==> config.mk <==
export PLATFORM = sky130hd
export DESIGN_NAME = div_signed_16by8_seq
export DESIGN_NICKNAME = d
export VERILOG_FILES = /design/src/rtl/div_signed_pkg.sv /design/src/rtl/div_restore_step.sv /design/src/rtl/div_signed_16by8_seq.sv
export SDC_FILE = /design/constraint.sdc
export NUM_CORES = 1
export LEC_CHECK = 0
export BUFFER_PORTS_ARGS = -buffer_cell sky130_fd_sc_hd__buf_2
export CAP_MARGIN = 20
export CORE_AREA = 4 4 105 107
export CTS_BUF_LIST = sky130_fd_sc_hd__clkbuf_8
export DETAILED_ROUTE_END_ITERATION = 8
export DIE_AREA = 0 0 109 111
export PLACE_DENSITY = 0.55
export SYNTH_ARGS = -nofsm -noshare
export SYNTH_HDL_FRONTEND = slang
export SYNTH_SLANG_ARGS = --single-unit
export TNS_END_PERCENT = 5
==> constraint.sdc <==
create_clock -name clk -period 3.9 [get_ports clk]
set_clock_uncertainty 0.2 [all_clocks]
set_input_delay 0.39 -clock clk [delete_from_list [all_inputs] [get_ports clk]]
set_output_delay 0.39 -clock clk [all_outputs]
set_load 0.03 [all_outputs]
==> src/rtl/div_signed_pkg.sv <==
// Shared definitions for the sequential signed divider.
// Contents: FSM state enum, default width, iteration count, quotient limits
// for the default width, and a two's-complement magnitude helper.
package div_signed_pkg;

  localparam int unsigned DIV_DW   = 8;
  localparam int unsigned DIV_ITER = 2 * DIV_DW;

  localparam logic [DIV_DW-1:0] QMAX = {1'b0, {(DIV_DW-1){1'b1}}};
  localparam logic [DIV_DW-1:0] QMIN = {1'b1, {(DIV_DW-1){1'b0}}};

  typedef enum logic [1:0] {
    IDLE = 2'd0,
    CALC = 2'd1,
    FIX  = 2'd2,
    DONE = 2'd3
  } div_state_e;

  // Magnitude of a sign-extended 32-bit value; the most negative operand of any
  // narrower width still yields its correct unsigned magnitude.
  function automatic logic [31:0] abs_u32(input logic [31:0] v);
    return v[31] ? (~v + 32'd1) : v;
  endfunction

endpackage

==> src/rtl/div_restore_step.sv <==
// One restoring-division step: shift the next dividend bit into the partial
// remainder, subtract the divisor magnitude if it fits, emit the quotient bit.
// Ports:
//   prem_i  partial remainder in (DW+1 bits)
//   bit_i   next dividend magnitude bit (MSB first)
//   dvs_i   divisor magnitude
//   prem_o  partial remainder out
//   qbit_o  quotient bit produced by this step
module div_restore_step #(
  parameter int unsigned DW = 8
) (
  input  logic [DW:0]   prem_i,
  input  logic          bit_i,
  input  logic [DW-1:0] dvs_i,
  output logic [DW:0]   prem_o,
  output logic          qbit_o
);

  logic [DW+1:0] shifted;
  logic [DW+1:0] dvs_ext;

  // Compare/subtract on a one-bit-wider copy so no shifted-out bit is lost.
  always_comb begin
    shifted = {prem_i, bit_i};
    dvs_ext = (DW+2)'(dvs_i);
    qbit_o  = (shifted >= dvs_ext);
    prem_o  = qbit_o ? (DW+1)'(shifted - dvs_ext) : (DW+1)'(shifted);
  end

endmodule

==> src/rtl/div_signed_16by8_seq.sv <==
// Sequential signed divider: 2*DW-bit signed dividend / DW-bit signed divisor.
// Quotient truncates toward zero, remainder takes the dividend's sign.
// Restoring shift-subtract on magnitudes, one bit per cycle, sign fix at end.
// Ports:
//   clk, rst_n            clock, async active-low reset
//   in_valid / in_ready   operand handshake (in_ready high only when idle)
//   dividend, divisor     signed operands, sampled on the accepting edge
//   out_valid / out_ready result handshake; results held until accepted
//   quotient, remainder   signed results
//   ovf                   true quotient does not fit in DW signed bits
//   dbz                   divisor was zero (quotient all ones, remainder = dividend low bits)
// Build option: define DIV_SIGNED_SAT_EN to saturate the quotient on ovf
// instead of wrapping to its low DW bits.
module div_signed_16by8_seq
  import div_signed_pkg::*;
#(
  parameter int unsigned DW = DIV_DW
) (
  input  logic            clk,
  input  logic            rst_n,
  input  logic            in_valid,
  output logic            in_ready,
  input  logic [2*DW-1:0] dividend,
  input  logic [DW-1:0]   divisor,
  output logic            out_valid,
  input  logic            out_ready,
  output logic [DW-1:0]   quotient,
  output logic [DW-1:0]   remainder,
  output logic            ovf,
  output logic            dbz
);

  localparam int unsigned ITER = 2 * DW;
  localparam int unsigned CW   = $clog2(ITER + 1);
  localparam int unsigned PW   = DW + 1;

  localparam logic [DW-1:0]   Q_MAX       = {1'b0, {(DW-1){1'b1}}};
  localparam logic [DW-1:0]   Q_MIN       = {1'b1, {(DW-1){1'b0}}};
  localparam logic [2*DW-1:0] MAG_POS_MAX = (2*DW)'((1 << (DW-1)) - 1);
  localparam logic [2*DW-1:0] MAG_NEG_MAX = (2*DW)'(1 << (DW-1));

  div_state_e      state_q;
  logic [2*DW-1:0] dvd_q;       // dividend magnitude, becomes quotient magnitude
  logic [DW-1:0]   dvs_q;
  logic [PW-1:0]   prem_q;
  logic            dvd_sign_q;
  logic            dvs_sign_q;
  logic            dbz_q;
  logic [CW-1:0]   cnt_q;

  logic [PW-1:0]   prem_d;
  logic            qbit_d;
  logic            accept;
  logic [2*DW-1:0] dvd_abs;
  logic [DW-1:0]   dvs_abs;

  logic            fix_neg;
  logic            fix_ovf;
  logic [DW-1:0]   fix_q;
  logic [DW-1:0]   fix_r;
  logic [DW-1:0]   q_wrap;
  logic [DW-1:0]   r_mag;

  assign in_ready = (state_q == IDLE);
  assign accept   = in_valid && in_ready;
  assign dvd_abs  = (2*DW)'(abs_u32(32'($signed(dividend))));
  assign dvs_abs  = DW'(abs_u32(32'($signed(divisor))));

  div_restore_step #(.DW(DW)) u_step (
    .prem_i (prem_q),
    .bit_i  (dvd_q[2*DW-1]),
    .dvs_i  (dvs_q),
    .prem_o (prem_d),
    .qbit_o (qbit_d)
  );

  // Sign fix, overflow detection and divide-by-zero substitution.
  always_comb begin
    fix_neg = dvd_sign_q ^ dvs_sign_q;
    fix_ovf = 1'b0;
    q_wrap  = dvd_q[DW-1:0];
    r_mag   = prem_q[DW-1:0];
    fix_q   = '0;
    fix_r   = '0;
    if (dbz_q) begin
      fix_q = '1;
      fix_r = dvd_q[DW-1:0];
    end else begin
      // A negative result may reach one further magnitude than a positive one.
      fix_ovf = fix_neg ? (dvd_q > MAG_NEG_MAX) : (dvd_q > MAG_POS_MAX);
      // Low bits of a negation depend only on low bits of the operand.
      q_wrap  = fix_neg ? (~dvd_q[DW-1:0] + DW'(1)) : dvd_q[DW-1:0];
`ifdef DIV_SIGNED_SAT_EN
      fix_q   = fix_ovf ? (fix_neg ? Q_MIN : Q_MAX) : q_wrap;
`else
      fix_q   = q_wrap;
`endif
      fix_r   = dvd_sign_q ? (~r_mag + DW'(1)) : r_mag;
    end
  end

  // Control FSM with operand, iteration and result registers.
  always_ff @(posedge clk or negedge rst_n) begin
    if (!rst_n) begin
      state_q    <= IDLE;
      dvd_q      <= '0;
      dvs_q      <= '0;
      prem_q     <= '0;
      dvd_sign_q <= 1'b0;
      dvs_sign_q <= 1'b0;
      dbz_q      <= 1'b0;
      cnt_q      <= '0;
      out_valid  <= 1'b0;
      quotient   <= '0;
      remainder  <= '0;
      ovf        <= 1'b0;
      dbz        <= 1'b0;
    end else begin
      case (state_q)
        IDLE: begin
          if (accept) begin
            dvd_sign_q <= dividend[2*DW-1];
            dvs_sign_q <= divisor[DW-1];
            dvs_q      <= dvs_abs;
            prem_q     <= '0;
            cnt_q      <= '0;
            if (divisor == '0) begin
              // Raw dividend kept so its low bits can be returned as remainder.
              dbz_q   <= 1'b1;
              dvd_q   <= dividend;
              state_q <= FIX;
            end else begin
              dbz_q   <= 1'b0;
              dvd_q   <= dvd_abs;
              state_q <= CALC;
            end
          end
        end
        CALC: begin
          prem_q <= prem_d;
          dvd_q  <= {dvd_q[2*DW-2:0], qbit_d};
          cnt_q  <= cnt_q + CW'(1);
          if (cnt_q == CW'(ITER - 1)) begin
            state_q <= FIX;
          end
        end
        FIX: begin
          quotient  <= fix_q;
          remainder <= fix_r;
          ovf       <= fix_ovf;
          dbz       <= dbz_q;
          out_valid <= 1'b1;
          state_q   <= DONE;
        end
        DONE: begin
          if (out_ready) begin
            out_valid <= 1'b0;
            state_q   <= IDLE;
          end
        end
        default: state_q <= IDLE;
      endcase
    end
  end

endmodule
==> results.cfg, run 1 <==
[sta]
slew_viol_final = 0
worstMarginPinSlew_ns = 0.918
finalSetupTns_ns = 0
rsz0062_at_grt = false
timing.fmax_mhz = 362
slew_headroom = 0.385
layout_worst_path_cycle_share = 0.709
finalHoldViolCount = 0
layout_setup_ws_ns = 1.13
final.min_clock_period_ns = 2.77
finalSetupViolations = 0
whs_ns = 0.117

[drt]
drt-pass1-iter-count = 4
postRouteAntennaNets = 0
vias_per_cell = 5.22
wl_per_cell_um = 14.7
first_iter_violations = 144
drt-total-wl_mm = 9.13
post-route-drc-count = 0
dr_total_vias = 3239

[floorplan]
ios = 48
rows = 37
die_area_sq_mm = 0.0121
die_w_um = 109
initial_core_util = 0.389
die_y_um = 111
fp.coreArea_sq_mm = 0.0101

[placement]
placed_cells_incl_taps = 603
place_ws_ns = 1.17
place_congestion = 0.788
place_hpwl_mm = 6.96
port_buffers = 47

[layout]
diodes = 0
regArea_sq_mm = 0.00155
fillers = 1048
syn_to_final_growth_pct = 14.4
multiInputGateArea_sq_mm = 0.00218
layout-drive-gt1-share = 0.179
fin_cells = 621
fin_nets = 527

[critical_path]
crit_path_end_kind = register
crit_type = reg2reg
crit_buf_inv = 0
critPathMaxFanout = 13
worstPathCellList = ha_1 -> a211oi_2 -> o21ai_1 -> nor3_2 -> mux2i_1 -> o21ai_0
max_stage_delay_ns = 0.76
crit_family = simple AND/OR/NAND/NOR gates
rr_endpoint = prem_q[2]
r2r_start = prem_q[4]
crit_cells = 6
cp_data_arrival_time_ns = 2.77
reg2reg_slack_ns = 1.13
rr_worst_depth = 6
start_kind = register
cpMaxStageDelayCell = nor3_2
crit_required_ns = 3.90

[global_routing]
antenna_found_initial = 0
grt_pass1_wl_mm = 15.6
grt_pass1_vias = 3100
grt_max_degree = 45
gr-total-overflow = 0
grt_usage = 0.162

[cts]
postCtsSetupRepairBufs = 0
cts_tree = done
clkTransAtPathRegs_ns = 0.07
root_buffer = clkbuf_8
cts.sinks = 62
clk_path_buf_depth = 2
clkLatencyLatePin_ns = 0.34
h-tree-depth = 3
cts_buffers = 9

[logic_synthesis]
syn-num-nets = 488
synthArstFlopShare = 1.00
synth_cells = 441
syn_area_per_cell_sq_um = 8.94
synth-main-ff-cell = dfrtp_1
ys_warn_count = 0
synth_edf_count = 0
synth_seq_area_share = 0.394
ys_ff_latch = 62
synthDistinctLibCells = 54
syn_area_sq_mm = 0.00394

[power_and_ir_drop]
powerDensity_mw_per_mm2 = 894
p_leak_nw = 2.02
total_power_w = 0.00403
ir_worst_vdd_mv = 0.393

[hold_path]
min_from = out_ready
holdPathStages = 3
min_to = out_valid
hold_class = in2reg

[outcome]
status = completed

[job]
max_cap_viol_count = 0
worst min-delay path, delay by kind of cell:
kind / cells / cell delay [ns]
AOI/OAI and AO/OA: 1 / 0.11
buffers and inverters: 2 / 0.11
routing by layer:
layer | routed length, um | vias up | global-route usage
li1 | - | 1642 | -
met1 | 4350 | 1537 | 0.226
met2 | 4340 | 50 | 0.256
met3 | 321 | 10 | 0.0285
met4 | 110 | 0 | 0.0438
met5 | 0 | - | 0
cells in the final DEF, fill, tap and decap left out, types with 3 or more instances in the layout:
cell type and instances:
a21oi_1 22, a22oi_1 13, a31oi_1 3, a32oi_1 3
buf_2 47, buf_4 3, clkbuf_8 9, dfrtp_1 62
ha_1 18, inv_1 30, mux2_2 11, mux2i_1 12
nand2_1 47, nand2b_1 3, nand3_1 10, nand3b_1 4
nand4_1 3, nor2_1 30, nor2b_1 5, nor3_1 10
nor4_1 5, o21ai_0 41, o21ai_1 6, o31ai_1 6
o41ai_2 3, or3_1 4, xnor2_1 9, xor2_1 25
timing repair:
action,CTS,global route
hold endpoints to repair,0,15
gates resized for setup,0,0
hold buffers,0,1
per-stage QoR:
step / instance area, sq um / utilization
after global routing: 4510 / 0.445
after CTS: 4480 / 0.442
after global placement: 4270 / 0.421
final: 4510 / 0.445
after detailed placement: 4270 / 0.421
after floorplan: 3940 / -
flip-flops by register name, indices dropped and copies added, names as in the netlist:
register and flops:
dvd_q 16, prem_q 9, dvs_q 8, quotient 8, remainder 8, cnt_q 5
state_q 2, dbz 1, dbz_q 1, dvd_sign_q 1, dvs_sign_q 1, out_valid 1
ovf 1
power breakdown:
part           leakage [nW]  internal (W)  switching (W)
logic                  1.14      0.000878        0.00133
registers             0.774      0.000929       0.000279
clock network         0.110      0.000356       0.000256
total                  2.02       0.00216        0.00187
worst max-delay path by stage:
stage	from	to	slack (ns)
CTS	prem_q[4]	prem_q[3]	1.14
floorplan	prem_q[4]	prem_q[3]	1.63
global route	prem_q[4]	prem_q[1]	0.90
finish	prem_q[4]	prem_q[2]	1.13
detailed placement	prem_q[4]	prem_q[1]	1.17
global placement	prem_q[4]	dvd_q[0]	1.22
cells by family (layout without fill, tap and decap cells):
logic type	after synthesis	after routing	synth area share
AO/OA/AOI/OAI	116	116	0.190
flip-flops	62	62	0.394
AND/OR/NAND/NOR	134	134	0.163
multiplexers	23	23	0.0619
buffers and inverters	53	97	0.0536
adder cells (fa/ha/maj)	19	19	0.0622
XOR/XNOR	34	34	0.0755
cell type report:
| type | count | share of cell area |
|---|---|---|
| timing repair buffer | 52 | 0.0638 |
| inverter | 29 | 0.0241 |
| clock inverter | 7 | 0.0200 |
| tap | 136 | 0.0377 |
| clock buffer | 9 | 0.0275 |
| sequential | 62 | 0.344 |
| multi-input combinational | 326 | 0.483 |
Yosys cell counts (all sizes together), types with 2 or more instances:
cell type	instances	area share
a32oi	3	0.0067
a22oi	13	0.025
or2	2	0.0032
nand3	10	0.013
a211oi	3	0.0070
buf	5	0.0079
or4	2	0.0038
xnor2	9	0.020
xor2	25	0.056
o41ai	3	0.012
a31oi	3	0.0048
ha	18	0.057
o31ai	6	0.011
dfrtp	62	0.39
mux2i	12	0.030
o21ai	48	0.062
mux2	11	0.031
and3	2	0.0032
o221ai	2	0.0044
or3b	2	0.0044
nand2	47	0.045
nand4	3	0.0048
nor2	30	0.029
nor3	12	0.018
clkbuf	19	0.018
or3	4	0.0063
nand3b	4	0.0076
nor4	5	0.0079
nand2b	3	0.0048
a22o	2	0.0044
nor2b	5	0.0079
a21oi	22	0.028
inv	29	0.028
Note: power is estimated with default switching activity, not from simulation.
==> inputs of run 2 (changes only) <==
--- a/config.mk
+++ b/config.mk
@@ -11,7 +11,7 @@
 export CTS_BUF_LIST = sky130_fd_sc_hd__clkbuf_8
 export DETAILED_ROUTE_END_ITERATION = 8
 export DIE_AREA = 0 0 109 111
-export PLACE_DENSITY = 0.55
+export PLACE_DENSITY = 0.57
 export SYNTH_ARGS = -nofsm -noshare
 export SYNTH_HDL_FRONTEND = slang
 export SYNTH_SLANG_ARGS = --single-unit
==> constraint.sdc (replaced) <==
create_clock -name clk -period 2.3 [get_ports clk]
set_clock_uncertainty 0.2 [all_clocks]
set_input_delay 0.23 -clock clk [delete_from_list [all_inputs] [get_ports clk]]
set_output_delay 0.23 -clock clk [all_outputs]
set_load 0.03 [all_outputs]
==> results.cfg, run 2 (synthesis results as in run 1) <==
[critical_path]
rr_endpoint = prem_q[3]
crit_required_ns = 2.30
critPathMaxFanout = 9
crit_type = reg2reg
reg2reg_slack_ns = 0.05
r2r_start = dvs_q[5]
crit_path_end_kind = register
max_stage_delay_ns = 0.39
cpMaxStageDelayCell = dfrtp_1
cp_data_arrival_time_ns = 2.25
start_kind = register
cp_common_cell = buf_6
rr_worst_depth = 9
worstPathCellList = inv_2 -> ha_4 -> buf_6 -> a211oi_4 -> o21ai_2 -> nor3_4 -> buf_6 -> mux2i_1 -> o21ai_0

[cts]
cts_buffers = 9
clkTransAtPathRegs_ns = 0.08
clk_path_buf_depth = 2
cts.sinks = 62
cts_tree = done
clkLatencyLatePin_ns = 0.34
root_buffer = clkbuf_8
h-tree-depth = 3

[floorplan]
fp.coreArea_sq_mm = 0.0101
die_y_um = 111
die_area_sq_mm = 0.0121
initial_core_util = 0.389
ios = 48
die_w_um = 109
rows = 37

[placement]
port_buffers = 47
place_hpwl_mm = 7.31
place_congestion = 0.809
placed_cells_incl_taps = 635

[global_routing]
grt_pass1_wl_mm = 16.1
grt_usage = 0.166
gr-total-overflow = 0
antenna_found_initial = 0
grt_max_degree = 52
grt_pass1_vias = 3321

[sta]
slew_viol_final = 0
timing.fmax_mhz = 445
layout_worst_path_cycle_share = 0.977
final.min_clock_period_ns = 2.25
finalHoldViolCount = 0
whs_ns = 0.0187
slew_headroom = 0.591
finalSetupViolations = 0
rsz0062_at_grt = true
worstMarginPinSlew_ns = 0.613

[layout]
top_register = dvd_q
fillers = 971
final_common_cell = dfrtp_1
syn_to_final_growth_pct = 24.2
fin_cells = 659
layout-drive-gt1-share = 0.250
largestRegisters = dvd_q x16, prem_q x9
diodes = 0
final_cell_mix = dfrtp_1, buf_2, nand2_1
regArea_sq_mm = 0.00155
multiInputGateArea_sq_mm = 0.00225
postLayoutCoreUtil = 0.483
fin_nets = 565
largest_register_ff_count = 16

[drt]
drt-total-wl_mm = 9.69
dr_total_vias = 3383
wl_per_cell_um = 14.7
first_iter_violations = 196
post-route-drc-count = 0
postRouteAntennaNets = 0
drt-pass1-iter-count = 4
vias_per_cell = 5.13

[hold_path]
hold_class = in2reg
min_from = dividend[13]
holdPathStages = 3
min_to = dvd_q[13]

[job]
max_cap_viol_count = 0

[power_and_ir_drop]
ir_worst_vdd_mv = 0.764
p_leak_nw = 2.22
powerDensity_mw_per_mm2 = 1550
total_power_w = 0.00757

[outcome]
status = completed
==> run 2: layout make-up <==
type / count / share of cell area
Sequential cell: 62 / 0.317
Inverter: 29 / 0.0222
Clock buffer: 10 / 0.0281
Multi-Input combinational cell: 326 / 0.460
Clock inverter: 6 / 0.0125
Tap cell: 136 / 0.0348
Timing Repair Buffer: 90 / 0.125
==> run 2: per-stage QoR <==
step	area (sq um)	setup WS, ns	setup TNS (ns)
6_report	4890	0.0520	0
5_1_grt	4890	-0.0762	-0.306
4_1_cts	4800	0.0108	0
3_5_place_dp	4530	-0.0572	-0.0733
3_3_place_gp	4530	-0.00826	-0.00826
2_1_floorplan	3940	0.0316	0
==> run 2: timing repair <==
| action | in CTS | in global routing |
|---|---|---|
| gates cloned | 0 | 1 |
| pin swaps | 0 | 9 |
| endpoints found under the hold margin | 68 | 0 |
| buffers inserted | 0 | 1 |
| hold buffers | 6 | 0 |
| endpoints found under the setup margin | 2 | 11 |
| resized for setup | 2 | 22 |
==> run 2: critical path: cells and delay by family (launching register included) <==
| kind | cells | cell delay, ns |
|---|---|---|
| mux | 1 | 0.18 |
| buf+inv | 3 | 0.39 |
| fa+ha+maj | 1 | 0.20 |
| simple gates | 1 | 0.27 |
| flops | 1 | 0.39 |
| compound gates | 3 | 0.49 |
==> run 2: worst max-delay path by stage <==
| stage | startpoint | endpoint | slack (ns) | cells past startpoint |
|---|---|---|---|---|
| after floorplan | prem_q[4] | prem_q[3] | 0.03 | 8 |
| after global placement | divisor[0] | dvd_q[3] | -0.008 | 9 |
| after detailed placement | divisor[0] | dvd_q[3] | -0.06 | 9 |
| after CTS | dvs_q[5] | prem_q[3] | 0.01 | 9 |
| after global routing | prem_q[3] | prem_q[5] | -0.08 | 9 |
| final | dvs_q[5] | prem_q[3] | 0.05 | 9 |
==> run 2: report_power, final <==
part | switching (W) | leakage [nW] | total [W] | internal, W
sequential | 0.000404 | 0.772 | 0.00198 | 0.00158
clock | 0.000456 | 0.102 | 0.000982 | 0.000526
combinational | 0.00257 | 1.34 | 0.00460 | 0.00204
total | 0.00343 | 2.22 | 0.00757 | 0.00414
==> run 2: layer usage <==
layer | wire [um] | vias to the layer above | track usage
met5 | 0 | - | 0
met4 | 123 | 0 | 0.0488
met3 | 378 | 11 | 0.0262
met1 | 4750 | 1590 | 0.244
met2 | 4450 | 61 | 0.249
li1 | - | 1721 | -
==> inputs of run 3 (changes only) <==
--- a/config.mk
+++ b/config.mk
@@ -5,13 +5,14 @@
 export SDC_FILE = /design/constraint.sdc
 export NUM_CORES = 1
 export LEC_CHECK = 0
+export ABC_AREA = 1
 export BUFFER_PORTS_ARGS = -buffer_cell sky130_fd_sc_hd__buf_2
 export CAP_MARGIN = 20
-export CORE_AREA = 4 4 105 107
+export CORE_AREA = 4 4 96 98
 export CTS_BUF_LIST = sky130_fd_sc_hd__clkbuf_8
 export DETAILED_ROUTE_END_ITERATION = 8
-export DIE_AREA = 0 0 109 111
-export PLACE_DENSITY = 0.57
+export DIE_AREA = 0 0 100 102
+export PLACE_DENSITY = 0.7
 export SYNTH_ARGS = -nofsm -noshare
 export SYNTH_HDL_FRONTEND = slang
 export SYNTH_SLANG_ARGS = --single-unit
==> results.cfg, run 3 <==
[cts]
postCtsSetupRepairBufs = 0
cts.sinks = 62
clk_path_buf_depth = 2
clkTransAtPathRegs_ns = 0.07
cts_buffers = 9
root_buffer = clkbuf_8
clkLatencyLatePin_ns = 0.34
cts_tree = done
h-tree-depth = 3

[sta]
worstMarginPinSlew_ns = 0.552
slew_viol_final = 0
timing.fmax_mhz = 468
layout_worst_path_cycle_share = 0.929
finalSetupViolations = 0
finalHoldViolCount = 0
slew_headroom = 0.632
layout_setup_ws_ns = 0.163
whs_ns = 0.0122
final.min_clock_period_ns = 2.14

[logic_synthesis]
synth.most_common_cell = nand2_1
synth_seq_area_share = 0.377
yosys-top-cells-count = nand2_1, inv_1, dfrtp_1
syn_area_per_cell_sq_um = 6.97
synthDistinctLibCells = 32
synth_edf_count = 0
syn-num-nets = 637
synth_cells = 590
ys_warn_count = 0
synth-main-ff-cell = dfrtp_1
synth_top_cell_by_area = dfrtp_1
syn_area_sq_mm = 0.00411
ys_ff_latch = 62
synthArstFlopShare = 1.00
synthTopCellsByArea = dfrtp_1, nand2_1, inv_1
synth_top_area_share = 0.377

[drt]
dr_total_vias = 3934
drt-pass1-iter-count = 5
postRouteAntennaNets = 0
vias_per_cell = 5.14
wl_per_cell_um = 13.1
post-route-drc-count = 0
drt-total-wl_mm = 10.1
first_iter_violations = 298

[power_and_ir_drop]
seqPwrFrac = 0.266
total_power_w = 0.00724
clkPwrFrac = 0.143
power_switching_w = 0.00347
comb_power_share = 0.591
sw_frac_of_total = 0.479
internal_power_w = 0.00377
ir_worst_vdd_mv = 0.426
powerDensity_mw_per_mm2 = 1510
p_leak_nw = 2.58

[layout]
top_register = dvd_q
largestRegisters = dvd_q x16, prem_q x9
fillers = 830
syn_to_final_growth_pct = 16.8
final_common_cell = nand2_1
layout-drive-gt1-share = 0.134
largest_register_ff_count = 16
diodes = 0
final_cell_mix = nand2_1, inv_1, dfrtp_1
fin_nets = 700

[hold_path]
holdPathStages = 3
min_to = dvs_q[3]
min_from = divisor[3]
hold_class = in2reg

[critical_path]
rr_endpoint = prem_q[2]
cpMaxStageDelayCell = dfrtp_1
cp-startpoint = dvd_q[15]
crit_family = simple AND/OR/NAND/NOR gates
crit_path_end_kind = register
r2r_start = dvd_q[15]
worstPathCellList = inv_1 -> ha_1 -> inv_1 -> fa_2 -> nand3_2 -> inv_1 -> nor2_1 -> nor2_1 -> nor2_2 -> buf_2 -> nand2_1 -> nand3_1 -> nand2_1
crit_required_ns = 2.33
reg2reg_slack_ns = 0.16
crit_type = reg2reg
crit_cells = 13
start_kind = register
max_stage_delay_ns = 0.38
crit_buf_inv = 4
cp_data_arrival_time_ns = 2.17
critPathMaxFanout = 4
rr_worst_depth = 13
cp_common_cell = inv_1

[placement]
port_buffers = 47
place_congestion = 0.867
place_ws_ns = 0.115
place_hpwl_mm = 7.85

[job]
max_cap_viol_count = 0

[floorplan]
die_w_um = 100
ios = 48
die_y_um = 102
initial_core_util = 0.486
fp.coreArea_sq_mm = 0.00847
die_area_sq_mm = 0.0102
rows = 34

[global_routing]
grt_pass1_vias = 3758
grt_usage = 0.207
grt_max_degree = 41
grt_pass1_wl_mm = 17.0
antenna_found_initial = 0
gr-total-overflow = 0

[outcome]
status = completed
[run 3: cell count changes after synthesis, sizes merged, moves of 8 or more]
cell	delta
nor2	+19
nor3	-8
o21ai	-21
o22ai	+15
nand2	+130
inv	+71
a22oi	-13
nand3	+46
mux2i	-12
mux2	-11
clkbuf	-15
xor2	-14
o21bai	+11
[run 3: logic make-up (layout without fill, tap and decap cells)]
kind of cell	count (synthesis)	in the layout	share of synthesized area
and+or+nand+nor	298	298	0.301
buffers and inverters	113	181	0.107
AOI/OAI and AO/OA	83	83	0.123
DFF	62	62	0.377
adders and majority gates	19	19	0.0597
xor gates and xnor gates	15	15	0.0320
[run 3: worst reg2reg max path, stage by stage (launching register included)]
cell and delay (ns):
dfrtp_1 0.38, inv_1 0.08, ha_1 0.14, inv_1 0.07, fa_2 0.35, nand3_2 0.08, inv_1 0.04, nor2_1 0.09
nor2_1 0.06, nor2_2 0.18, buf_2 0.18, nand2_1 0.05, nand3_1 0.08, nand2_1 0.06
[run 3: layout make-up]
cell class	count	area [sq um]	area share
Multi-Input combinational cell	415	2130	0.443
Clock inverter	6	77.6	0.0162
Clock buffer	10	138	0.0287
Tap cell	108	135	0.0281
Inverter	100	375	0.0782
Sequential cell	62	1550	0.323
Timing Repair Buffer	65	397	0.0826
[run 3: power by group through the flow]
stage | Clock (W) | Sequential (W) | Combinational, W
5_1_grt | 0.00110 | 0.00199 | 0.00485
2_1_floorplan | 0 | 0.00215 | 0.00288
6_report | 0.00104 | 0.00192 | 0.00428
3_3_place_gp | 0 | 0.00191 | 0.00410
4_1_cts | 0.00106 | 0.00192 | 0.00421
3_5_place_dp | 0 | 0.00194 | 0.00417
[run 3: routing by layer]
layer  track usage  share of wire
met4        0.0705          0.019
met2         0.331           0.44
met1         0.289           0.48
met3        0.0328          0.063
met5             0              0
[run 3: worst max path at each step]
| stage | to | slack (ns) |
|---|---|---|
| after global placement | dvd_q[0] | 0.17 |
| after floorplan | dvd_q[0] | 0.23 |
| after CTS | dvd_q[0] | 0.09 |
| after global routing | prem_q[3] | -0.01 |
| after detailed placement | dvd_q[0] | 0.12 |
| final | prem_q[2] | 0.16 |
[run 3: per-stage QoR]
| stage | cells | TNS [ns] | cell area, sq um | utilization |
|---|---|---|---|---|
| after floorplan | 590 | 0 | 4110 | - |
| after global placement | 744 | 0 | 4520 | 0.534 |
| after detailed placement | 744 | 0 | 4520 | 0.534 |
| after CTS | 765 | 0 | 4780 | 0.565 |
| after global routing | 766 | -0.0204 | 4800 | 0.567 |
| final | 766 | 0 | 4800 | 0.567 |
[run 3: repair_timing]
action | in CTS | in global routing
endpoints found under the hold margin | 26 | 0
resized for setup | 0 | 5
setup endpoints to repair | 0 | 9
hold buffers | 5 | 0
